<file path="config.mk">
export PLATFORM = sky130hd
export DESIGN_NAME = pc_next_unit_flat
export DESIGN_NICKNAME = d
export VERILOG_FILES = /design/src/rtl/pc_next_if.sv /design/src/rtl/pc_next_unit.sv /design/src/flat_wrapper.sv
export SDC_FILE = /design/constraint.sdc
export NUM_CORES = 1
export LEC_CHECK = 0
export CORE_MARGIN = 2
export CORE_UTILIZATION = 35
export CTS_CLUSTER_DIAMETER = 40
export DETAILED_ROUTE_END_ITERATION = 7
export SLEW_MARGIN = 20
export SYNTH_ARGS = -nofsm -noshare
export SYNTH_HDL_FRONTEND = slang
export SYNTH_SLANG_ARGS = --single-unit
</file>
<file path="constraint.sdc">
create_clock -name clk -period 2.2 [get_ports clk]
set_input_delay 0.33 -clock clk [delete_from_list [all_inputs] [get_ports clk]]
set_output_delay 0.33 -clock clk [all_outputs]
set_load 0.03 [all_outputs]
</file>
<file path="src/rtl/pc_next_if.sv">
// Fetch-PC control bundle between the hazard/EX side and the IF-stage PC generator.
// The master drives stall and redirect requests; the slave returns the fetch PC and status.
interface pc_next_if #(
    parameter int XLEN = 32
);
    logic            stall;
    logic            compressed;
    logic            redirect_valid;
    logic [XLEN-1:0] redirect_target;
    logic            trap_valid;
    logic [XLEN-1:0] trap_target;
    logic [XLEN-1:0] PC_out;
    logic [XLEN-1:0] inc_pc;
    logic            fetch_valid;
    logic            redirect_pending;
    logic            misalign;

    modport master (
        output stall, compressed, redirect_valid, redirect_target, trap_valid, trap_target,
        input  PC_out, inc_pc, fetch_valid, redirect_pending, misalign
    );

    modport slave (
        input  stall, compressed, redirect_valid, redirect_target, trap_valid, trap_target,
        output PC_out, inc_pc, fetch_valid, redirect_pending, misalign
    );
endinterface

</file>
<file path="src/rtl/pc_next_unit.sv">
// IF-stage program counter: sequential +2/+4 advance, trap and branch redirects,
// stall hold, and a one-entry buffer for a redirect that arrives while stalled.
module pc_next_unit #(
    parameter int              XLEN      = 32,
    parameter logic [XLEN-1:0] RESET_VEC = {XLEN{1'b0}},
    parameter bit              C_EXT     = 1'b0
) (
    input  logic       clk,
    input  logic       rst,
    pc_next_if.slave   bus
);
    typedef enum logic [1:0] {
        ST_INIT      = 2'd0,
        ST_RUN       = 2'd1,
        ST_HOLD      = 2'd2,
        ST_HOLD_PEND = 2'd3
    } state_t;

    // Bits that must be zero in any loaded target.
    localparam logic [XLEN-1:0] LOW_MASK = C_EXT ? {{(XLEN-1){1'b0}}, 1'b1}
                                                 : {{(XLEN-2){1'b0}}, 2'b11};

    localparam logic [XLEN-1:0] STEP_2 = {{(XLEN-3){1'b0}}, 3'd2};
    localparam logic [XLEN-1:0] STEP_4 = {{(XLEN-3){1'b0}}, 3'd4};

    function automatic logic [XLEN-1:0] align_addr(input logic [XLEN-1:0] addr);
        return addr & ~LOW_MASK;
    endfunction

    function automatic logic low_bits_set(input logic [XLEN-1:0] addr);
        return |(addr & LOW_MASK);
    endfunction

    state_t          state_r;
    state_t          state_nxt_s;
    logic [XLEN-1:0] pc_r;
    logic [XLEN-1:0] pc_nxt_s;
    logic [XLEN-1:0] pend_tgt_r;
    logic [XLEN-1:0] pend_tgt_nxt_s;
    logic            fetch_valid_r;
    logic            misalign_r;
    logic            misalign_nxt_s;
    logic [XLEN-1:0] step_s;
    logic [XLEN-1:0] inc_pc_s;

    // Sequential step size and successor address (carry out discarded).
    always_comb begin
        if (C_EXT && bus.compressed) begin
            step_s = STEP_2;
        end else begin
            step_s = STEP_4;
        end
        inc_pc_s = pc_r + step_s;
    end

    // Next-state and next-PC selection in priority order.
    always_comb begin
        state_nxt_s    = state_r;
        pc_nxt_s       = pc_r;
        pend_tgt_nxt_s = pend_tgt_r;
        misalign_nxt_s = 1'b0;
        if (bus.trap_valid) begin
            pc_nxt_s       = align_addr(bus.trap_target);
            misalign_nxt_s = low_bits_set(bus.trap_target);
            state_nxt_s    = bus.stall ? ST_HOLD : ST_RUN;
        end else if (state_r == ST_INIT) begin
            state_nxt_s = ST_RUN;
        end else if (bus.stall && bus.redirect_valid) begin
            pend_tgt_nxt_s = bus.redirect_target;
            state_nxt_s    = ST_HOLD_PEND;
        end else if (bus.stall) begin
            state_nxt_s = (state_r == ST_HOLD_PEND) ? ST_HOLD_PEND : ST_HOLD;
        end else if (bus.redirect_valid) begin
            pc_nxt_s       = align_addr(bus.redirect_target);
            misalign_nxt_s = low_bits_set(bus.redirect_target);
            state_nxt_s    = ST_RUN;
        end else if (state_r == ST_HOLD_PEND) begin
            pc_nxt_s       = align_addr(pend_tgt_r);
            misalign_nxt_s = low_bits_set(pend_tgt_r);
            state_nxt_s    = ST_RUN;
        end else begin
            pc_nxt_s    = inc_pc_s;
            state_nxt_s = ST_RUN;
        end
    end

    // State, PC and registered status; leaving HOLD_PEND is what discards the buffer.
    always_ff @(posedge clk) begin
        if (rst) begin
            state_r       <= ST_INIT;
            pc_r          <= RESET_VEC;
            pend_tgt_r    <= {XLEN{1'b0}};
            fetch_valid_r <= 1'b0;
            misalign_r    <= 1'b0;
        end else begin
            state_r       <= state_nxt_s;
            pc_r          <= pc_nxt_s;
            pend_tgt_r    <= pend_tgt_nxt_s;
            fetch_valid_r <= 1'b1;
            misalign_r    <= misalign_nxt_s;
        end
    end

    assign bus.PC_out           = pc_r;
    assign bus.inc_pc           = inc_pc_s;
    assign bus.fetch_valid      = fetch_valid_r;
    assign bus.redirect_pending = (state_r == ST_HOLD_PEND);
    assign bus.misalign         = misalign_r;
endmodule
</file>
<file path="src/flat_wrapper.sv">
// flat-port wrapper written by rule: the top's interface ports become plain ports
module pc_next_unit_flat 
#(
    parameter int              XLEN      = 32,
    parameter logic [XLEN-1:0] RESET_VEC = {XLEN{1'b0}},
    parameter bit              C_EXT     = 1'b0
)
  (clk, rst, bus_stall, bus_compressed, bus_redirect_valid, bus_redirect_target, bus_trap_valid, bus_trap_target, bus_PC_out, bus_inc_pc, bus_fetch_valid, bus_redirect_pending, bus_misalign);
  pc_next_if #(.XLEN(XLEN)) bus_i ();
  input  logic clk;
  input  logic rst;
  input wire logic [$bits(bus_i.stall)-1:0] bus_stall;
  input wire logic [$bits(bus_i.compressed)-1:0] bus_compressed;
  input wire logic [$bits(bus_i.redirect_valid)-1:0] bus_redirect_valid;
  input wire logic [$bits(bus_i.redirect_target)-1:0] bus_redirect_target;
  input wire logic [$bits(bus_i.trap_valid)-1:0] bus_trap_valid;
  input wire logic [$bits(bus_i.trap_target)-1:0] bus_trap_target;
  output wire logic [$bits(bus_i.PC_out)-1:0] bus_PC_out;
  output wire logic [$bits(bus_i.inc_pc)-1:0] bus_inc_pc;
  output wire logic [$bits(bus_i.fetch_valid)-1:0] bus_fetch_valid;
  output wire logic [$bits(bus_i.redirect_pending)-1:0] bus_redirect_pending;
  output wire logic [$bits(bus_i.misalign)-1:0] bus_misalign;
  assign bus_i.stall = bus_stall;
  assign bus_i.compressed = bus_compressed;
  assign bus_i.redirect_valid = bus_redirect_valid;
  assign bus_i.redirect_target = bus_redirect_target;
  assign bus_i.trap_valid = bus_trap_valid;
  assign bus_i.trap_target = bus_trap_target;
  assign bus_PC_out = bus_i.PC_out;
  assign bus_inc_pc = bus_i.inc_pc;
  assign bus_fetch_valid = bus_i.fetch_valid;
  assign bus_redirect_pending = bus_i.redirect_pending;
  assign bus_misalign = bus_i.misalign;
  pc_next_unit #(.XLEN(XLEN), .RESET_VEC(RESET_VEC), .C_EXT(C_EXT)) u_core (.clk(clk), .rst(rst), .bus(bus_i));
endmodule
</file>
==> results of run 1 <==
-- worst max-delay path, delay by kind of cell, from the launching register on --
kind	cells	cell delay [ns]
xor+xnor	1	0.20
buf+inv	2	0.28
flops	1	0.33
simple gates	3	0.81
-- per-stage QoR --
step / TNS, ns / total power [W] / util / cells / hold WS [ns]
finish: -0.2029 / 0.004102 / 0.5962 / 895 / 0.3566
global placement: -0.005518 / 0.002352 / 0.5236 / 851 / 0.4375
global route: -1.368 / 0.004236 / 0.5962 / 895 / 0.3746
floorplan: -0.008519 / 0.001872 / - / 549 / 0.4219
CTS: -0.2787 / 0.004084 / 0.5736 / 880 / 0.3509
detailed placement: -0.03972 / 0.002360 / 0.5236 / 851 / 0.4424
-- state kept, by name, summed over array words and instances, names as in the netlist --
| name | flops |
|---|---|
| u_core.bus.misalign | 1 |
| u_core.bus.PC_out | 32 |
| u_core.pend_tgt_r | 32 |
| u_core.bus.fetch_valid | 1 |
| u_core.state_r | 2 |
-- power by group through the flow --
stage | combinational (W) | clock (W) | sequential [W]
finish | 0.00107 | 0.00169 | 0.00134
global route | 0.00113 | 0.00175 | 0.00135
CTS | 0.00104 | 0.00171 | 0.00134
detailed placement | 0.000998 | 0 | 0.00136
global placement | 0.000992 | 0 | 0.00136
floorplan | 0.000411 | 0 | 0.00146
-- logic make-up (layout without fill, tap and decap cells) --
| family | after synthesis | in the layout |
|---|---|---|
| XOR/XNOR | 27 | 27 |
| multiplexers | 1 | 1 |
| buffers and inverters | 57 | 260 |
| AND/OR/NAND/NOR | 243 | 243 |
| AO/OA/AOI/OAI | 152 | 152 |
| flip-flops | 68 | 68 |
| adder cells (fa/ha/maj) | 1 | 1 |
-- cells in the mapped netlist, types with 2 or more instances --
cell type / n / area share
and2_1: 3 / 0.0045
a211o_1: 2 / 0.0042
nor2b_1: 7 / 0.011
and3_1: 12 / 0.018
nand2_1: 110 / 0.10
or3_1: 3 / 0.0045
a221oi_1: 6 / 0.013
dfxtp_1: 68 / 0.33
nor2_1: 27 / 0.025
inv_1: 10 / 0.0091
xnor2_1: 20 / 0.042
o31a_1: 2 / 0.0042
and3_2: 4 / 0.0073
a21oi_1: 59 / 0.072
a22oi_1: 3 / 0.0055
nand3_1: 22 / 0.027
a2111oi_0: 2 / 0.0042
a221o_1: 2 / 0.0049
nor3_1: 10 / 0.012
a311oi_1: 2 / 0.0042
xor2_1: 7 / 0.015
a22o_1: 3 / 0.0064
clkbuf_8: 5 / 0.017
a32o_1: 5 / 0.012
o221ai_1: 2 / 0.0042
o22ai_1: 8 / 0.012
nand2b_1: 12 / 0.018
and4_1: 4 / 0.0085
clkbuf_1: 31 / 0.028
o21a_1: 2 / 0.0036
buf_2: 5 / 0.0061
nor4_1: 5 / 0.0076
a21o_1: 3 / 0.0055
o211ai_1: 10 / 0.018
o31ai_1: 8 / 0.015
nand4_1: 16 / 0.024
buf_4: 3 / 0.0055
o21ai_0: 16 / 0.019
a31oi_1: 5 / 0.0076
-- layer usage --
| metal | routed length (um) | vias to the layer above | global-route usage |
|---|---|---|---|
| met3 | 1055 | 14 | 0.03780 |
| met1 | 7251 | 2333 | 0.3433 |
| met4 | 215 | 0 | 0.06667 |
| met5 | 0 | - | 0 |
| met2 | 7861 | 191 | 0.3996 |
| li1 | - | 2361 | - |
-- worst max-delay path by stage --
stage / startpoint / to / cells past startpoint
final: u_core.bus.PC_out[15] / bus_inc_pc[28] / 6
after floorplan: u_core.bus.PC_out[4] / bus_inc_pc[27] / 5
after detailed placement: u_core.bus.PC_out[7] / bus_inc_pc[23] / 5
after CTS: u_core.bus.PC_out[7] / bus_inc_pc[23] / 5
after global routing: u_core.bus.PC_out[3] / bus_inc_pc[31] / 9
after global placement: u_core.bus.PC_out[18] / bus_inc_pc[23] / 5
-- cell type report --
| cell class | count | area, um^2 | share of cell area |
|---|---|---|---|
| Clock buffer | 10 | 239.0 | 0.03496 |
| Tap cell | 143 | 178.9 | 0.02617 |
| Multi-Input combinational cell | 424 | 2734 | 0.3999 |
| Inverter | 10 | 37.54 | 0.005490 |
| Timing Repair Buffer | 234 | 2160 | 0.3159 |
| Sequential cell | 68 | 1376 | 0.2013 |
| Clock inverter | 6 | 111.4 | 0.01629 |
-- repair_timing --
| item | 4_1_cts | 5_1_grt |
|---|---|---|
| endpoints found under the setup margin | 21 | 20 |
| hold buffers | 0 | 0 |
| resized for setup | 39 | 37 |
| pin swaps | 16 | 18 |
| setup buffers | 13 | 15 |
==> impl_results.md, run 1 <==
* Status: finished with violations
* Failing checks: negative setup slack
* Critical R2R Capture: u_core.bus.PC_out[28]
* Pwr dens at 600.0 mW/mm^2
* CP Capture Type: primary output
* Startpoint Class: flop
* Final Skew at 0.005912 ns
* HP Start: bus_trap_valid
* IO Pins at 137
* HPWL after detailed placement at 11,890 um
* Sw frac at 0.2857
* CP max FO at 5
* Maximum root-to-sink buffer count at 2
* Hold endpoint: u_core.bus.misalign
* Seq cells post-synth at 68
* Worst-path clk slew at 0.06 ns
* Fin crit period at 2.287 ns
* Initial DRC count at 351
* Syn Nets at 620
* WL/cell at 18.31 um
* Num rows at 39
* Sequential fraction of the synthesis area at 0.3298
* Yosys synthesis warning count at 0
* I/O Buffers at 135
* Antenna Cells at 0
* Residual DRC count at 0
* Flop pwr share at 0.328
* Clock Root Buffer: clkbuf_16
* RSZ-0062 raised after global routing: yes
* Slowest CP cell: or3_4
* Worst r2r src: u_core.bus.PC_out[15]
* Chip width at 112.6 um
* Initial Utilization at 0.3600
* CP max stage delay at 0.46 ns
* Synth Area in Adders at 0.003031
* Layout cell share with drive strength beyond 1 at 0.2673
* Initial DRT Pass Iterations at 5
* Ys flop type: dfxtp_1
* Final #Nets at 818
* Crit path arrival time at 1.96 ns
* Ys async rst share at 0
* Full die area at 0.01268 mm^2
* Die Ht at 112.6 um
* Synth Instances at 549
* Total Wirelength at 16,390 um
* H-tree depth at 3
* Least-Margin Pin Slew at 0.5847 ns
* Largest family of logic cells by synthesized area: simple AND/OR/NAND/NOR gates
* Synth cell types at 64
* Design area at 0.006837 mm^2
* Core Box Area at 0.01147 mm^2
* Post-placement cell area at 0.006005 mm^2
* P_sw at 0.001172 W
* Number of flops mapped to enable cells by yosys at 0
* Final setup margin at -0.08691 ns
* Commonest non-fill, non-tap cell in the layout: nand2_1
* Place WS at -0.03972 ns
* Cell Area, Synth at 0.004128 mm^2
* Gate power share at 0.261
* Post-synthesis xor/xnor area fraction at 0.05729
* CP Cell Sequence: and3_4, buf_4, nand4_4, or3_4, xnor2_4, buf_6
* CP required at 1.87 ns
* Sink Count at 68
* Global route overflow at 0
* Final setup vio count at 7
* Hold Path Class: in -> reg
* Slew headroom at 0.6099
* Post-Synth Simple-Gate Area at 0.2865
* Commonest non-fill, non-tap cells in the layout: nand2_1, clkdlybuf4s50_1, buf_4
* # Max-Cap Violations at 0
* Setup CP Type: reg -> out
* Compound-cell area share of the yosys netlist at 0.2452
* Final hold vios at 0
* Count of cells along the worst hold path at 3
* Filler cell count at 1,036
* Fmax at 0.4373 GHz
* Crit share post-route at 1.040
* Synth-to-layout area growth at 65.63%
* TritonCTS Buffers at 9
* Clock power share at 0.411
* Via density per instance at 5.474
* Internal Power at 0.002930 W
* CTS tree: yes
* GR Util All Layers at 0.2469
* First-pass GRT wire length at 24,820 um
* Multiplexer area fraction after synthesis at 0.002425
* VDD IR max at 0.4194 mV
* Initial antenna violation count at 0
* Syn_area_per_cell at 7.519 um^2
* Reg2reg setup slack at 0.30 ns
* Leakage at 2.771 nW
* Via Count at 4,899
* Slew Limit Fails at 0
* Largest net degree at the start of global routing at 45
* ANT nets after route at 0
* Worst-Skew Late Latency at 0.33 ns
* Vias in the first global route at 4,577
* R2r worst-path depth at 7
* Gp weighted congestion at 0.8902
No activity file was read; power rests on OpenSTA's default activity.
==> run 2: changes to the inputs <==
--- a/config.mk
+++ b/config.mk
@@ -5,6 +5,8 @@
 export SDC_FILE = /design/constraint.sdc
 export NUM_CORES = 1
 export LEC_CHECK = 0
+export ABC_AREA = 1
+export CAP_MARGIN = 20
 export CORE_MARGIN = 2
 export CORE_UTILIZATION = 35
 export CTS_CLUSTER_DIAMETER = 40
==> run 2 against run 1 <==
The flow now finishes without violations. Register-to-register slack improved by 0.12 ns. Area after synthesis rose by 6.2%. Clock power is 11% lower. Worst setup slack better by 0.13 ns. Core utilization shrank 6.4 points. First-iteration DRC count grew 42%. Sequential share of layout area up 1.3 points. Clock-buffer cell count is 3 higher. Largest cell class unchanged. Largest power group unchanged.
==> impl_results.md, run 2 <==
* Status: complete, no violations
* Global route overflow at 0 (unchanged)
* First-pass GRT wire length at 25,210 um (+1.6%)
* Synth top area share at 0.3107 (-0.01912)
* Cell Area, Synth at 0.004382 mm^2 (+6.2%)
* Initial DRT Pass Iterations at 5 (unchanged)
* Ranking of synthesized cells by area: dfxtp_1, nand2_1, inv_1, a21oi_1, nor2_1
* Area leader, netlist: dfxtp_1
* Syn Nets at 808 (+30%)
* Synth cell types at 34 (-47%)
* Worst r2r src: u_core.bus.PC_out[2]
* Crit path arrival time at 1.82 ns (-0.14 ns)
* # Max-Cap Violations at 0 (unchanged)
* Initial antenna violation count at 0 (unchanged)
* Commonest non-fill, non-tap cell in the layout: nand2_1
* Ys async rst share at 0 (unchanged)
* Hold Path Class: reg -> reg
* Final setup margin at 0.04802 ns (+0.1349 ns)
* Pwr dens at 580.1 mW/mm^2 (-3.3%)
* TritonCTS Buffers at 9 (unchanged)
* M1 GR Usage at 0.3601 (+0.01678)
* Final #Nets at 950 (+16%)
* Fin crit period at 2.152 ns (-0.1349 ns)
* GR met2 Demand/Resource at 0.3712 (-0.02845)
* Final hold vios at 0 (unchanged)
* Place WS at -0.03884 ns (+0.0008788 ns)
* Least-Margin Pin Slew at 0.4655 ns (-0.1192 ns)
* Sequential fraction of the synthesis area at 0.3107 (-0.01912)
* CP max FO at 5 (unchanged)
* HPWL after detailed placement at 12,480 um (+5.0%)
* Num rows at 40 (+2.6%)
* Fmax at 0.4647 GHz (+6.3%)
* RSZ-0062 raised after global routing: yes
* Initial Utilization at 0.3618 (+0.001820)
* Setup CP Type: reg -> out
* Final Skew at 0.007600 ns (+0.001687 ns)
* GR Util All Layers at 0.2464 (-0.0005376)
* Initial DRC count at 497 (+42%)
* Antenna Cells at 0 (unchanged)
* Full die area at 0.01343 mm^2 (+5.9%)
* ANT nets after route at 0 (unchanged)
* Synth top cells by count: nand2_1, inv_1, nor2_1, a21oi_1, dfxtp_1
* Commonest non-fill, non-tap cells in the layout: nand2_1, clkdlybuf4s50_1, inv_1
* Chip width at 115.9 um (+2.9%)
* WL/cell at 15.58 um (-15%)
* Post-CTS Hold Fix Bufs at 0 (unchanged)
* Via Count at 5,155 (+5.2%)
* Largest net degree at the start of global routing at 36 (-20%)
* Worst-path clk slew at 0.06 ns (about the same)
* Gp weighted congestion at 0.9560 (+7.4%)
* Seq cells post-synth at 68 (unchanged)
* Synth Instances at 737 (+34%)
* Yosys synthesis warning count at 0 (unchanged)
* Total Wirelength at 16,390 um (about the same)
* Worst-Skew Late Latency at 0.34 ns (about the same)
* GR peak layer: met2
* Syn_area_per_cell at 5.945 um^2 (-21%)
* Crit share post-route at 0.9782 (-0.06134)
* Leakage at 2.816 nW (+1.6%)
* Cell with the most instances after synthesis: nand2_1
* I/O Buffers at 135 (unchanged)
* Pwr Total at 0.003742 W (-8.8%)
* Final setup vio count at 0 (-7)
* Startpoint Class: flop
* GR Util met3 at 0.04184 (+0.004044)
* HP Start: u_core.bus.PC_out[0]
* Synth-to-layout area growth at 47.23%
* CTS tree: yes
* Vias in the first global route at 4,819 (+5.3%)
* Core Box Area at 0.01211 mm^2 (+5.6%)
* Maximum root-to-sink buffer count at 2 (unchanged)
* IO Pins at 137 (unchanged)
* Sink Count at 68 (unchanged)
* CP Capture Type: primary output
* VDD IR max at 0.3409 mV (-19%)
* Number of flops mapped to enable cells by yosys at 0 (unchanged)
* Via density per instance at 4.900 (-10%)
* Final core occ at 0.5326 (-0.06354)
* Die Ht at 115.9 um (+2.9%)
* CP startpoint: u_core.bus.PC_out[2]
* Slew Limit Fails at 0 (unchanged)
* Residual DRC count at 0 (unchanged)
* Slew headroom at 0.6857 (+0.07582)
* Clock Root Buffer: clkbuf_16
* Ys flop type: dfxtp_1
* Layout cell share with drive strength beyond 1 at 0.1437 (-0.1236)
* Post-Layout Cell Count at 1,052 (+18%)
* Placed Instances at 1,031 (+21%)
* H-tree depth at 3 (unchanged)
* CP required at 1.87 ns (about the same)
[run 2: final cells by class]
cell class / instances / area (um^2)
fill: 1290 / 5660
multi-input combinational: 532 / 2611
timing repair buffer: 165 / 1555
sequential: 68 / 1383
inverter: 103 / 386.6
clock buffer: 13 / 260.3
tap: 168 / 210.2
clock inverter: 3 / 45.04
[run 2: path summary, 6_finish.rpt]
kind,depth (start not counted),to,slack [ns]
setup / recovery,7,bus_inc_pc[15],0.05
hold / removal,2,u_core.bus.PC_out[0],0.45
setup reg to reg,11,u_core.bus.PC_out[18],0.42
hold reg to reg,2,u_core.bus.PC_out[0],0.45
[run 2: power by group]
part	switching, W	internal, W	leakage (nW)
sequential	0.0000670	0.00130	0.563
clock	0.000564	0.000941	0.142
combinational	0.000507	0.000364	2.11
[run 2: timing repair]
| item | CTS | global route |
|---|---|---|
| setup buffers | 2 | 3 |
| endpoints found under the setup margin | 22 | 21 |
| pin swaps | 2 | 6 |
| gates resized for setup | 24 | 45 |
[run 2: metrics by stage]
step	area, um^2	hold WS, ns	setup TNS (ns)
after detailed placement	5952	0.4413	-0.03884
after global placement	5952	0.4287	0
after floorplan	4382	0.4435	0
after global routing	6451	0.4851	-0.06854
after CTS	6311	0.4501	-0.001277
final	6451	0.4461	0
[run 2: logic make-up (layout without fill, tap and decap cells)]
family,count (synthesis),in the layout,share of synthesized area
simple gates,377,377,0.3724
compound gates,148,148,0.1770
buf+inv,137,284,0.1251
flops,68,68,0.3107
xor+xnor,6,6,0.01199
fa+ha+maj,1,1,0.002855
[run 2: metal layers]
metal | vias up | routed length [um] | part of all wire
met1 | 2339 | 7859 | 0.48
li1 | 2599 | - | -
met4 | 0 | 271 | 0.017
met5 | - | 0 | 0
met3 | 15 | 1111 | 0.068
met2 | 202 | 7143 | 0.44
[run 2: critical path, cell delays in order, from the launching register on]
cell and delay (ns):
dfxtp_2 0.35, buf_4 0.17, inv_1 0.09, nor2_4 0.14
nand2_4 0.09, o21ai_0 0.25, and2_1 0.21, buf_4 0.17
